### config.mk
export PLATFORM = sky130hd
export DESIGN_NAME = instruction_decode
export DESIGN_NICKNAME = d
export VERILOG_FILES = /design/src/rtl/instruction_decode.sv
export SDC_FILE = /design/constraint.sdc
export NUM_CORES = 1
export LEC_CHECK = 0
export ABC_CLOCK_PERIOD_IN_PS = 4100
export CAP_MARGIN = 0
export CORE_AREA = 2 2 105 107
export CTS_CLUSTER_SIZE = 16
export DETAILED_ROUTE_END_ITERATION = 10
export DIE_AREA = 0 0 107 109
export PLACE_DENSITY = 0.83
export REMOVE_ABC_BUFFERS = 1
export SLEW_MARGIN = 20
export SYNTH_ARGS = -nofsm -noshare
export SYNTH_HDL_FRONTEND = slang
export SYNTH_SLANG_ARGS = --single-unit
### constraint.sdc
create_clock -name clk -period 4.1 [get_ports clk]
set_input_delay 0.41 -clock clk [delete_from_list [all_inputs] [get_ports clk]]
set_output_delay 0.41 -clock clk [all_outputs]
set_load 0.1 [all_outputs]
### src/rtl/instruction_decode.sv
// instruction_decode
//   Decode stage of the 8-bit pipeline. Holds the IF/ID register, decodes the
//   instruction, reads the 8x8 register file (with writeback bypass), resolves
//   JMP in decode and drives the registered ID/EX slot.
// Ports
//   clk, reset            clock; synchronous active-low reset
//   if_pc, if_instr       instruction presented by fetch
//   wb_en/wb_addr/wb_data register-file write port from writeback
//   pcsrc, PC2            jump redirect back to fetch (combinational)
//   ex_*                  ID/EX register contents
//   decode_cnt            count of valid instructions decoded (JMP included)
module instruction_decode #(
   parameter int DATA_W = 8,
   parameter int CNT_W  = 16
) (
   input  logic              clk,
   input  logic              reset,
   input  logic [7:0]        if_pc,
   input  logic [7:0]        if_instr,
   input  logic              wb_en,
   input  logic [2:0]        wb_addr,
   input  logic [DATA_W-1:0] wb_data,
   output logic              pcsrc,
   output logic [7:0]        PC2,
   output logic              ex_valid,
   output logic [1:0]        ex_op,
   output logic [2:0]        ex_rd,
   output logic [2:0]        ex_rs2,
   output logic [DATA_W-1:0] ex_a,
   output logic [DATA_W-1:0] ex_b,
   output logic [7:0]        ex_pc,
   output logic [CNT_W-1:0]  decode_cnt
);
   localparam logic [1:0] OP_ADDI = 2'b10;
   localparam logic [1:0] OP_JMP  = 2'b11;

   logic              r_id_valid;
   logic [7:0]        r_id_pc;
   logic [7:0]        r_id_instr;
   logic [DATA_W-1:0] r_rf [8];

   logic [1:0]        w_op;
   logic [2:0]        w_rd;
   logic [2:0]        w_rs2;
   logic              w_jmp;
   logic [DATA_W-1:0] w_rd_val;
   logic [DATA_W-1:0] w_rs2_val;
   logic [DATA_W-1:0] w_imm;

   assign w_op  = r_id_instr[7:6];
   assign w_rd  = r_id_instr[5:3];
   assign w_rs2 = r_id_instr[2:0];
   assign w_jmp = r_id_valid && (w_op == OP_JMP);
   assign w_imm = {{(DATA_W-3){r_id_instr[2]}}, r_id_instr[2:0]};

   // Held low while in reset so fetch never redirects on stale IF/ID contents.
   assign pcsrc = reset & w_jmp;
   assign PC2   = r_id_pc + {{2{r_id_instr[5]}}, r_id_instr[5:0]};

   // R0 is hardwired zero; a same-cycle writeback to the read address wins.
   always_comb begin
      w_rd_val = '0;
      if (w_rd != 3'd0)
         w_rd_val = (wb_en && wb_addr == w_rd) ? wb_data : r_rf[w_rd];
   end

   always_comb begin
      w_rs2_val = '0;
      if (w_rs2 != 3'd0)
         w_rs2_val = (wb_en && wb_addr == w_rs2) ? wb_data : r_rf[w_rs2];
   end

   always_ff @(posedge clk) begin
      if (!reset) begin
         r_id_valid <= 1'b0;
         r_id_pc    <= '0;
         r_id_instr <= '0;
         ex_valid   <= 1'b0;
         ex_op      <= '0;
         ex_rd      <= '0;
         ex_rs2     <= '0;
         ex_a       <= '0;
         ex_b       <= '0;
         ex_pc      <= '0;
         decode_cnt <= '0;
         for (int i = 0; i < 8; i++) r_rf[i] <= '0;
      end else begin
         // Instruction fetched behind a taken jump is wrong-path: squash it.
         r_id_valid <= ~w_jmp;
         r_id_pc    <= if_pc;
         r_id_instr <= if_instr;

         ex_valid   <= r_id_valid && (w_op != OP_JMP);
         ex_op      <= w_op;
         ex_rd      <= w_rd;
         ex_rs2     <= (w_op == OP_ADDI) ? 3'd0 : w_rs2;
         ex_a       <= w_rd_val;
         ex_b       <= (w_op == OP_ADDI) ? w_imm : w_rs2_val;
         ex_pc      <= r_id_pc;
         decode_cnt <= decode_cnt + CNT_W'(r_id_valid);

         if (wb_en && wb_addr != 3'd0) r_rf[wb_addr] <= wb_data;
      end
   end
endmodule

==> metrics <==
status=finished clean; Avg Synthesized Cell Area=12.8 um2; CORE AREA=10600 um2; # rows=38; Final WS setup=between 0.7 and 0.8 ns; Synth area leaders=edfxtp_1 32%, dfxtp_1 22%, mux4_2 11%, and2_1 9.2%, mux2i_1 2.9%; Max-Cap Viols=0; Crit. End Element=primary output; CTS tree=done; RSZ-0062 raised after global routing=false; crit path cell chain=ha_1 -> nand3_1 -> o211ai_1 -> o41ai_1 -> xnor2_1 -> buf_4; critical path arrival=2.96 ns; clk_lat worst skew=0.53 ns; critical path's slowest cell=dfxtp_1; largest net degree at the start of global routing=44; Synth Register Bits=130; Cell Pwr Density=465 nW/um2; postcts setup bufs=0; Post-Syn Area=5970 um2; Power Total=approximately 3.5 mW; CP Class=reg -> out; layout cells sized above 1=0.137; Vias/cell=5.81; CTS Buffer Depth=2; drt total wl=14.7 mm; endpoints failing setup=0; startpoint types=flop; first-pass GRT wire length=22.4 mm; gr ovfl total=0; LEAKAGE=2.85 nW; Worst-Margin Slew=1.02 ns; clk root buf=clkbuf_8; Top delay family on crit path=flip-flops; post-DP HPWL=9.68 mm; cts repair resizes=0; initial antenna violation count=0; Die ar.=around 12000 um2; io pins=88; Period minus WS final=3.37 ns; count of pins over their slew limit=0; Final Wtd Congestion=0.850; Final Util=0.713; PortBufs=just under 90; die width=107 um; library cells used by synthesis=49; cell with the most instances after synthesis=and2_1; fin crit share=0.823; fin nets=610; worst path bufs/invs=1; Slew HR=0.319; Die Y=109 um; count of flip-flops with a built-in enable after synthesis=64; Syn-to-layout area delta=26.7%; drt initial violations=467; sequential-to-total area share from yosys stat=0.543; most instantiated cells after synthesis=88 x and2_1, 66 x dfxtp_1, 64 x edfxtp_1; Vias=4202; Syn. warnings=0; Worst Path Required=3.69 ns; post-synth top area share=0.322; asr flop ratio synth=0; Peak supply drop=0.238 mV; Tot GR Track Use=0.263; DR DRC count=0; post-synth top area cell=edfxtp_1; CTS clock-pin slew for the worst setup and hold paths=0.06 ns; Synth Instances=468; hold_buf cts=0; H-tree level count=4; Inserted Clock Buffers=17; Fmax achieved=297 MHz; Inserted Diodes=0; DRT Pass-1 Iters=4; Finished Layout Cells=around 720; slowest stage delay, CP=0.94 ns; Starting Density=0.563; critical path fanouts, max=21; Clock Sink Count=130; vias in the first global route=4204; worst slack at placement=approximately 1.3 ns; dpl cells=691; antenna-violating nets left=0; Top FF cell, synth=dfxtp_1; Routed WL per cell=20.3 um; Clock Skew=0.00643 ns; final hold violations=0; Hold Path Class=in -> reg
metrics by stage:
stage,hold slack (ns),instance area (um2),setup TNS (ns)
floorplan,0.441,5880,-1.44
global placement,0.450,6990,0
detailed placement,0.458,6990,0
CTS,0.456,7560,0
global route,0.458,7560,0
finish,0.462,7560,0
final cells by class:
type / instances / area (um2)
flip-flops and latches: 130 / 3240
inverters: 8 / 30.0
fillers: 694 / 3040
multi-input cells: 314 / 2600
clock inverters: 3 / 16.3
repair buffers: 99 / 941
well taps: 140 / 175
clock buffers: 29 / 552
flip-flops by register name, indices dropped and copies added (netlist names):
name / flops
r_rf: 64
decode_cnt: 16
ex_a: 8
ex_b: 8
ex_pc: 8
r_id_instr: 8
r_id_pc: 8
ex_rd: 3
ex_rs2: 3
ex_op: 2
ex_valid: 1
r_id_valid: 1
cell families (layout without fill, tap and decap cells):
kind of cell    Yosys count  in the layout  share of synthesized area
compound gates           42             42                     0.0516
xor+xnor                 19             19                     0.0279
fa+ha+maj                10             10                     0.0222
buf+inv                  31            139                     0.0249
flops                   130            130                      0.543
mux                      51             51                      0.154
other cells               1              8                   0.000628
simple gates            184            184                      0.175
routing by layer:
layer	vias up	track usage	wire length [um]
met3	36	0.0550	1060
met1	2069	0.319	5700
met2	182	0.447	7500
met5	-	0	0
met4	0	0.136	442
li1	1915	-	-
worst paths after layout:
| kind | from | end | slack [ns] | cells past startpoint |
|---|---|---|---|---|
| setup reg to reg | r_id_instr[4] | ex_a[1] | 1.68 | 4 |
| hold reg to reg | r_id_pc[5] | ex_pc[5] | 0.47 | 1 |
| setup / recovery | r_id_instr[4] | PC2[7] | 0.73 | 6 |
| hold / removal | if_instr[7] | r_id_instr[7] | 0.46 | 2 |
power by group:
group,total (mW),switching [mW],internal (mW)
logic,0.609,0.413,0.196
clock network,1.42,0.524,0.896
registers,1.49,0.0453,1.44
placed cells by master (no fill, tap or decap), drive strengths merged, types with 3 or more instances in the layout:
| master | Yosys | layout |
|---|---|---|
| xor2 | 8 | 8 |
| conb | 1 | 8 |
| nor3 | 14 | 14 |
| xnor2 | 11 | 11 |
| nand2b | 10 | 10 |
| o21ai | 9 | 9 |
| nor2 | 18 | 18 |
| ha | 9 | 9 |
| and3 | 4 | 4 |
| clkdlybuf4s50 | 0 | 79 |
| inv | 7 | 8 |
| mux2i | 17 | 17 |
| nand2 | 14 | 14 |
| o211a | 8 | 8 |
| edfxtp | 64 | 64 |
| a211oi | 6 | 6 |
| nand4 | 4 | 4 |
| mux4 | 32 | 32 |
| a21oi | 6 | 6 |
| nand3 | 16 | 16 |
| clkbuf | 9 | 29 |
| clkinv | 1 | 3 |
| dfxtp | 66 | 66 |
| and2 | 89 | 89 |
| nor2b | 4 | 4 |
| buf | 14 | 20 |
| or3 | 5 | 5 |
(Power assumes the default switching activity.)
